`config.mk`:
```
export PLATFORM = sky130hd
export DESIGN_NAME = fact_host_seq
export DESIGN_NICKNAME = d
export VERILOG_FILES = /design/src/rtl/fact_pkg.sv /design/src/rtl/fact_host_seq.sv
export SDC_FILE = /design/constraint.sdc
export NUM_CORES = 1
export LEC_CHECK = 0
export BUFFER_PORTS_ARGS = -buffer_cell sky130_fd_sc_hd__buf_2
export CAP_MARGIN = 20
export CORE_MARGIN = 4
export CORE_UTILIZATION = 35
export DETAILED_ROUTE_END_ITERATION = 16
export PLACE_DENSITY = 0.54
export SYNTH_ARGS = -nofsm -noshare
export SYNTH_HDL_FRONTEND = slang
export SYNTH_SLANG_ARGS = --single-unit
```
`constraint.sdc`:
```
create_clock -name clk -period 2.4 [get_ports clk]
set_input_delay 0 -clock clk [delete_from_list [all_inputs] [get_ports clk]]
set_output_delay 0 -clock clk [all_outputs]
set_load 0.005 [all_outputs]
```
`src/rtl/fact_pkg.sv`:
```
// fact_pkg: register map, FSM state encoding and base address shared by the factorial bus master
package fact_pkg;

    localparam logic [7:0] FACT_BASE_DEF = 8'h20;

    localparam logic [7:0] OFF_OPERAND  = 8'd0;
    localparam logic [7:0] OFF_INTR_EN  = 8'd1;
    localparam logic [7:0] OFF_STATUS   = 8'd2;
    localparam logic [7:0] OFF_OPSTART  = 8'd3;
    localparam logic [7:0] OFF_INTR_CLR = 8'd4;
    localparam logic [7:0] OFF_RESULT_L = 8'd5;
    localparam logic [7:0] OFF_RESULT_H = 8'd6;

    // Encoding is sequential along the main path so bus states advance with state+1.
    localparam logic [3:0] S_IDLE  = 4'd0;
    localparam logic [3:0] S_REQ1  = 4'd1;
    localparam logic [3:0] S_W_OP  = 4'd2;
    localparam logic [3:0] S_W_IE  = 4'd3;
    localparam logic [3:0] S_W_GO  = 4'd4;
    localparam logic [3:0] S_WAIT  = 4'd5;
    localparam logic [3:0] S_REQ2  = 4'd6;
    localparam logic [3:0] S_R_LO  = 4'd7;
    localparam logic [3:0] S_R_HI  = 4'd8;
    localparam logic [3:0] S_W_CLR = 4'd9;
    localparam logic [3:0] S_DONE  = 4'd10;
    localparam logic [3:0] S_ERR   = 4'd11;

    // Register offset addressed while in a given bus state; request states read STATUS.
    function automatic logic [7:0] state_off(logic [3:0] s);
        return (s == S_W_OP)  ? OFF_OPERAND  :
               (s == S_W_IE)  ? OFF_INTR_EN  :
               (s == S_W_GO)  ? OFF_OPSTART  :
               (s == S_R_LO)  ? OFF_RESULT_L :
               (s == S_R_HI)  ? OFF_RESULT_H :
               (s == S_W_CLR) ? OFF_INTR_CLR : OFF_STATUS;
    endfunction

endpackage

```
`src/rtl/fact_host_seq.sv`:
```
// fact_host_seq: bus master that programs the factorial core, waits for its interrupt and reads the result
//   clk, reset_n            clock, asynchronous active-low reset
//   cmd_valid/cmd_n/cmd_ready   operand handshake (accepted only in IDLE)
//   res_valid/res_data/res_err  one-cycle result pulse, 64-bit result, timeout flag
//   busy                    high whenever not IDLE
//   M_req/M_wr/M_address/M_dout/M_grant/M_din   shared-bus master port
//   f_interrupt             level interrupt from the factorial core
module fact_host_seq
    import fact_pkg::*;
#(
    parameter logic [7:0] FACT_BASE   = FACT_BASE_DEF,
    parameter int         TIMEOUT_CYC = 4096,
    parameter int         TO_W        = 13
) (
    input  logic        clk,
    input  logic        reset_n,
    input  logic        cmd_valid,
    input  logic [31:0] cmd_n,
    output logic        cmd_ready,
    output logic        res_valid,
    output logic [63:0] res_data,
    output logic        res_err,
    output logic        busy,
    output logic        M_req,
    output logic        M_wr,
    output logic [7:0]  M_address,
    output logic [31:0] M_dout,
    input  logic        M_grant,
    input  logic [31:0] M_din,
    input  logic        f_interrupt
);

    logic [3:0]      state, nxt;
    logic [31:0]     n_q;
    logic [TO_W-1:0] cnt;
    logic            accept, on_bus, nxt_req, nxt_wr;

    assign accept = cmd_valid && cmd_ready;

    // Bus states only move on while granted, so a dropped grant stalls the current access.
    assign on_bus  = (state >= S_REQ1 && state <= S_W_GO) || (state >= S_REQ2 && state <= S_W_CLR);
    assign nxt_req = (nxt >= S_REQ1 && nxt <= S_W_GO) || (nxt >= S_REQ2 && nxt <= S_W_CLR);
    assign nxt_wr  = (nxt >= S_W_OP && nxt <= S_W_GO) || nxt == S_W_CLR;

    always_comb begin
        nxt = S_IDLE;
        if (state == S_IDLE)
            nxt = accept ? S_REQ1 : S_IDLE;
        else if (on_bus)
            nxt = M_grant ? state + 4'd1 : state;
        else if (state == S_WAIT)
            nxt = f_interrupt ? S_REQ2 : (cnt == TO_W'(TIMEOUT_CYC - 1)) ? S_ERR : S_WAIT;
    end

    // Outputs are registered from the next state so they line up with the state they describe.
    always_ff @(posedge clk or negedge reset_n) begin
        if (!reset_n) begin
            state     <= S_IDLE;
            n_q       <= '0;
            cnt       <= '0;
            cmd_ready <= 1'b0;
            busy      <= 1'b0;
            res_valid <= 1'b0;
            res_err   <= 1'b0;
            res_data  <= '0;
            M_req     <= 1'b0;
            M_wr      <= 1'b0;
            M_address <= '0;
            M_dout    <= '0;
        end else begin
            state     <= nxt;
            n_q       <= accept ? cmd_n : n_q;
            cnt       <= (state == S_WAIT) ? cnt + 1'b1 : '0;
            cmd_ready <= nxt == S_IDLE;
            busy      <= nxt != S_IDLE;
            res_valid <= nxt == S_DONE || nxt == S_ERR;
            res_err   <= nxt == S_ERR;
            M_req     <= nxt_req;
            M_wr      <= nxt_wr;
            M_address <= nxt_req ? FACT_BASE + state_off(nxt) : 8'h0;
            M_dout    <= (nxt == S_W_OP) ? n_q : nxt_wr ? 32'h1 : 32'h0;
            if (M_grant && state == S_R_LO)
                res_data[31:0] <= M_din;
            if (M_grant && state == S_R_HI)
                res_data[63:32] <= M_din;
        end
    end

endmodule
```
==> results of run 1 <==
metal layers:
layer / GRT usage / part of all wire / wire, um / vias to the layer above
met3: 0.05552 / 0.075 / 1052 / 12
met2: 0.2403 / 0.47 / 6537 / 138
met5: 0 / 0 / 0 / -
met4: 0.05046 / 0.011 / 155 / 0
li1: - / - / - / 1986
met1: 0.1925 / 0.45 / 6218 / 2038
layout make-up:
cell class                 count  area [um2]
fill                        1485        8015
sequential                   154        3854
multi-input combinational    238        2079
timing repair buffer         279        1881
clock buffer                  20       446.7
tap                          220       275.3
clock inverter                11       121.4
inverter                       7       28.78
cell families (layout without fill, tap and decap cells):
kind of cell	after synthesis	count (layout)	synth area share
DFF	154	154	0.6430
and+or+nand+nor	100	101	0.09499
muxes	99	99	0.1854
buffers and inverters	29	317	0.02401
AOI/OAI and AO/OA	18	18	0.02610
xor gates and xnor gates	12	12	0.01754
adders and majority gates	4	4	0.008351
other	1	4	0.0006257
critical path: stages (launching register included):
cell      delay, ns
dfrtp_1        0.43
inv_2          0.08
ha_4           0.17
nor4b_4        0.26
a211oi_4       0.11
buf_4          0.15
or2_4          0.26
o21ai_4        0.22
inv_4          0.07
or3_1          0.36
a21oi_2        0.13
worst min path at each step:
stage | end | cells after the start
after floorplan | M_address[0]$_DFF_PN0_ | 0
after global placement | res_data[37]$_DFFE_PN0P_ | 1
after detailed placement | res_data[37]$_DFFE_PN0P_ | 1
after CTS | cnt[4]$_DFF_PN0_ | 2
after global routing | res_data[7]$_DFFE_PN0P_ | 2
final | res_data[37]$_DFFE_PN0P_ | 2
cells in the final DEF (no fill, tap or decap), types with 3 or more instances in the layout:
master         count
buf_4             35
dfrtp_1          154
buf_12             4
nand4_1            3
dlygate4sd3_1     66
nor2_1            18
inv_2              3
nand2_1           11
clkbuf_16         17
xor2_1             6
nand3_1           10
inv_1              3
and3_1             3
and2_1            31
buf_2            173
xnor2_1            6
mux2_2            96
mux2i_1            3
clkinv_2           4
conb_1             4
flip-flops by register name, indices dropped and copies added, names as in the netlist:
register   cells
res_data      64
M_dout        32
n_q           32
cnt           13
M_address      4
state          4
M_wr           1
busy           1
cmd_ready      1
res_err        1
res_valid      1
repair_timing:
action	4_1_cts	5_1_grt
hold endpoints to repair	226	0
resized for setup	9	5
gates cloned	1	0
endpoints found under the setup margin	34	37
hold buffers	66	0
pin swaps	4	7
buffers inserted	2	5
through the flow:
step           hold WS, ns  TNS, ns  utilization  worst slack (ns)  instances
3_5_place_dp      -0.02683   -12.04       0.4386           -0.3963        824
2_1_floorplan      -0.2956        0            -            0.1886        420
3_3_place_gp      -0.03268   -8.580       0.4386           -0.2795        824
6_report            0.1090        0       0.5201           0.08634        929
5_1_grt             0.1414        0       0.5201         0.0002252        929
4_1_cts            0.09705        0       0.5171          0.006397        924
report_power, final:
part / total [W] / internal (W) / switching (W)
logic: 0.00416 / 0.00227 / 0.00189
clock network: 0.00257 / 0.00155 / 0.00102
registers: 0.00408 / 0.00364 / 0.000441
total: 0.0108 / 0.00746 / 0.00335
==> summary.txt, run 1 <==
Die
  – Initial Util: 0.3589
  – Die area: about 0.019 mm2
  – Core Area: approximately 0.017 mm2
  – Die width: 138.9 um
  – Cell Rows: 47
  – Die Height: 138.9 um
  – Top-Level Pins: 179

Timing
  – Final Hold Fails: 0
  – Final worst path period need: between 2 and 2.5 ns
  – Fmax: around 430 MHz
  – Final Max Slew Viols: 0
  – Final Cycle Share: 0.9640
  – Setup violators final: 0
  – RSZ-0062 raised after global routing: false
  – Worst Clk Skew: 0.007550 ns

Finish
  – Share of cells above drive strength 1: 0.5092
  – Layout Nets: 770
  – Layout Area Growth over Synthesis: 44.93%
  – Antenna cell count: 0
  – Final Cell Area: just under 0.009 mm2

Pwr
  – Worst vdd ir: between 0.0006 and 0.0007 V
  – Power Density: about 1200 mW/mm2
  – Leakage: between 4 and 5 nW
  – Power Total: between 0.01 and 0.015 W

Setup path
  – Required @ worst endpoint: approximately 2.7 ns
  – Launch point of the worst reg-to-reg path: state[0]$_DFF_PN0_
  – Worst setup path start: state[0]$_DFF_PN0_
  – Worst setup EP type: flip-flop
  – Setup slack, reg-to-reg: 0.09 ns
  – Crit Path Class: reg2reg
  – Setup crit start kind: flip-flop
  – R2R cell count: 10
  – Worst Path Max Fanout: 6
  – Crit Reg-Reg Endpoint: M_address[0]$_DFF_PN0_
  – Crit path arrival time: approximately 2.7 ns
  – CP endpoint: M_address[0]$_DFF_PN0_

Yosys
  – Post-synth EDFFs: 0
  – Mapped Cells: about 420
  – Syn avg cell area: about 14 um2
  – Yosys reg bits: ~150
  – Top cells by count, synth: dfrtp_1 (154), mux2_2 (96), and2_1 (31)
  – Post-synth top area cell: dfrtp_1
  – Synth top area share: 0.6430
  – Post-Syn Area: 0.005993 mm2
  – Sequential-to-total area share from yosys stat: 0.6430
  – Synth unique cells: 49
  – Syn. warnings: 0
  – Top_reg_cell synth: dfrtp_1
  – Top post-synthesis cells by area: dfrtp_1 (64%), mux2_2 (18%), and2_1 (3.2%)
  – Synth async-reset ratio: 1.000
  – Most numerous cell in the Yosys netlist: dfrtp_1

Placed design
  – Port bufs: ~170
  – Placed Area: about 0.0073 mm2
  – Hpwl dp: approximately 9.5 mm
  – RD Place Congestion: ~0.77

Clock tree
  – H-tree Lvls: 4
  – CTS tree: yes
  – Total CTS buffers: 17
  – Clk slew on worst S/H paths: about 0.060 ns
  – Longest Clk Path Bufs: 2
  – Root Driver: clkbuf_16
  – Total clock sinks: about 150
  – Worst skew pair latency: 0.41 ns

Route
  – DR pass1 iterations: 4
  – WL per Instance: ~15 um
  – Post-DRT Antenna Nets: 0
  – Post-Route WL: approximately 14 mm
  – Via-to-Cell Ratio: between 4 and 5
  – Drt first-iter violations: roughly 140
  – DR vias: around 4,200
  – DRC viols: 0

Global route
  – GRT overflow: 0
  – First-pass GRT wire length: approximately 24 mm
  – Vias in the first global route: 4,584
  – All-Layer GR Usage: 0.1512
  – Initial antenna violation count: 0
  – Largest net degree at the start of global routing: between 60 and 70

Min path
  – HP Class: in2async

Run status
  – Outcome: complete, no violations

Job
  – Max_cap viols: 0
Note: power is estimated with default switching activity, not from simulation.
==> run 2, diff against run 1 <==
Settings changed: SETUP_SLACK_MARGIN set to 0.15.
==> summary.txt, run 2 (synthesis results as in run 1) <==
Route
  – Drt first-iter violations: 149
  – WL per Instance: about 15 um
  – DRC viols: 0
  – DR pass1 iterations: 4
  – Post-DRT Antenna Nets: 0
  – Via-to-Cell Ratio: 4.523
  – DR vias: approximately 4,200
  – Post-Route WL: 14.20 mm

Placed design
  – Placed Area: approximately 0.0073 mm2
  – Hpwl dp: 9.513 mm
  – RD Place Congestion: just under 0.8
  – Port bufs: 174

Finish
  – Most common cell after layout, fill and taps aside: buf_2
  – Area of the multi-input gates: approximately 0.0022 mm2
  – Regs by FF count: res_data: 64 flops, M_dout: 32 flops, n_q: 32 flops
  – Share of cells above drive strength 1: 0.5435
  – Layout Area Growth over Synthesis: 47.33%
  – Largest Register: res_data
  – Commonest non-fill, non-tap cells in the layout: buf_2 (173), dfrtp_1 (154), mux2_2 (96)
  – Fill cell count: 1,467
  – Layout Nets: 773
  – Max reg flops: 64
  – Final Cell Area: between 0.008 and 0.009 mm2
  – Reg area: just under 0.004 mm2
  – Antenna cell count: 0

Setup path
  – Setup crit start kind: flip-flop
  – R2R cell count: 10
  – Crit Reg-Reg Endpoint: M_address[0]$_DFF_PN0_
  – Setup slack, reg-to-reg: 0.15 ns
  – Crit path arrival time: 2.59 ns
  – Crit Path Class: reg2reg
  – Launch point of the worst reg-to-reg path: state[0]$_DFF_PN0_
  – Required @ worst endpoint: 2.74 ns
  – Worst setup EP type: flip-flop
  – Worst Path Max Fanout: 6

Run status
  – Outcome: complete, no violations

Global route
  – Initial antenna violation count: 0
  – GRT overflow: 0
  – All-Layer GR Usage: 0.1521
  – Vias in the first global route: between 4,000 and 5,000
  – First-pass GRT wire length: 23.63 mm
  – Largest net degree at the start of global routing: 67

Die
  – Die area: slightly below 0.02 mm2
  – Initial Util: 0.3589
  – Top-Level Pins: between 150 and 200
  – Die width: around 140 um
  – Cell Rows: between 40 and 50
  – Die Height: about 140 um
  – Core Area: roughly 0.017 mm2

Pwr
  – Worst vdd ir: between 0.0006 and 0.0007 V
  – Power Total: 0.01127 W
  – Power Density: 1276 mW/mm2
  – Leakage: between 4 and 5 nW

Timing
  – Setup violators final: 0
  – Fmax: around 440 MHz
  – RSZ-0062 raised after global routing: true
  – Final worst path period need: ~2.3 ns
  – Worst Clk Skew: between 0.007 and 0.008 ns
  – Final Cycle Share: 0.9388
  – Final Max Slew Viols: 0
  – Final Hold Fails: 0

Clock tree
  – Longest Clk Path Bufs: 2
  – Clk slew on worst S/H paths: 0.06 ns
  – Total clock sinks: 154
  – Total CTS buffers: 17
  – CTS tree: yes
  – Worst skew pair latency: 0.41 ns
  – Root Driver: clkbuf_16
  – H-tree Lvls: 4

Job
  – Max_cap viols: 0

Min path
  – HP Class: in2async
==> run 2: worst max-delay path by stage <==
stage | start | endpoint | slack [ns] | cells after the start
floorplan | state[1]$_DFF_PN0_ | M_address[0]$_DFF_PN0_ | 0.19 | 9
finish | state[0]$_DFF_PN0_ | M_address[0]$_DFF_PN0_ | 0.15 | 10
global placement | state[1]$_DFF_PN0_ | M_dout[19]$_DFF_PN0_ | -0.28 | 9
global route | state[0]$_DFF_PN0_ | M_dout[6]$_DFF_PN0_ | 0.06 | 10
CTS | state[0]$_DFF_PN0_ | M_dout[17]$_DFF_PN0_ | 0.13 | 11
detailed placement | state[0]$_DFF_PN0_ | M_dout[26]$_DFF_PN0_ | -0.40 | 8
==> run 2: cell type report <==
cell class / instances / share of cell area
multi-input cells: 238 / 0.2442
well taps: 220 / 0.03117
flip-flops and latches: 154 / 0.4364
repair buffers: 282 / 0.2206
clock inverters: 11 / 0.01375
clock buffers: 20 / 0.05059
inverters: 7 / 0.003259
==> run 2: power by group <==
part | switching [W] | total [W] | internal (W)
sequential | 0.000455 | 0.00410 | 0.00364
combinational | 0.00204 | 0.00460 | 0.00256
clock | 0.00102 | 0.00257 | 0.00155
total | 0.00351 | 0.0113 | 0.00775
==> run 2: metal layers <==
layer | wire length (um) | part of all wire | global-route usage | vias up
li1 | - | - | - | 1988
met1 | 6202 | 0.44 | 0.1918 | 2064
met2 | 6724 | 0.47 | 0.2444 | 145
met3 | 1082 | 0.076 | 0.05552 | 18
met4 | 185 | 0.013 | 0.05046 | 0
met5 | 0 | 0 | 0 | -
==> run 2: timing repair <==
action / in CTS / in global routing
buffers inserted: 9 / 0
pin swaps: 11 / 18
hold buffers: 66 / 0
setup endpoints to repair: 39 / 38
endpoints found under the hold margin: 224 / 0
gates resized for setup: 17 / 26
cloned: 1 / 1
==> run 2: worst max-delay path, cell delays in order (launching register included) <==
cell      delay (ns)
dfrtp_1         0.42
inv_2           0.08
ha_4            0.17
nor4b_4         0.26
a211oi_4        0.11
buf_4           0.15
or2_4           0.25
o21ai_4         0.17
inv_4           0.06
or3_4           0.38
a21oi_2         0.12
==> run 2: stage by stage <==
stage / instances / TNS [ns] / hold slack [ns] / utilization / setup WS, ns
6_report: 932 / 0 / 0.1063 / 0.5287 / 0.1468
5_1_grt: 932 / 0 / 0.1414 / 0.5287 / 0.05664
4_1_cts: 931 / 0 / 0.09705 / 0.5225 / 0.1311
3_5_place_dp: 824 / -12.04 / -0.02683 / 0.4386 / -0.3963
3_3_place_gp: 824 / -8.580 / -0.03268 / 0.4386 / -0.2795
2_1_floorplan: 420 / 0 / -0.2956 / - / 0.1886
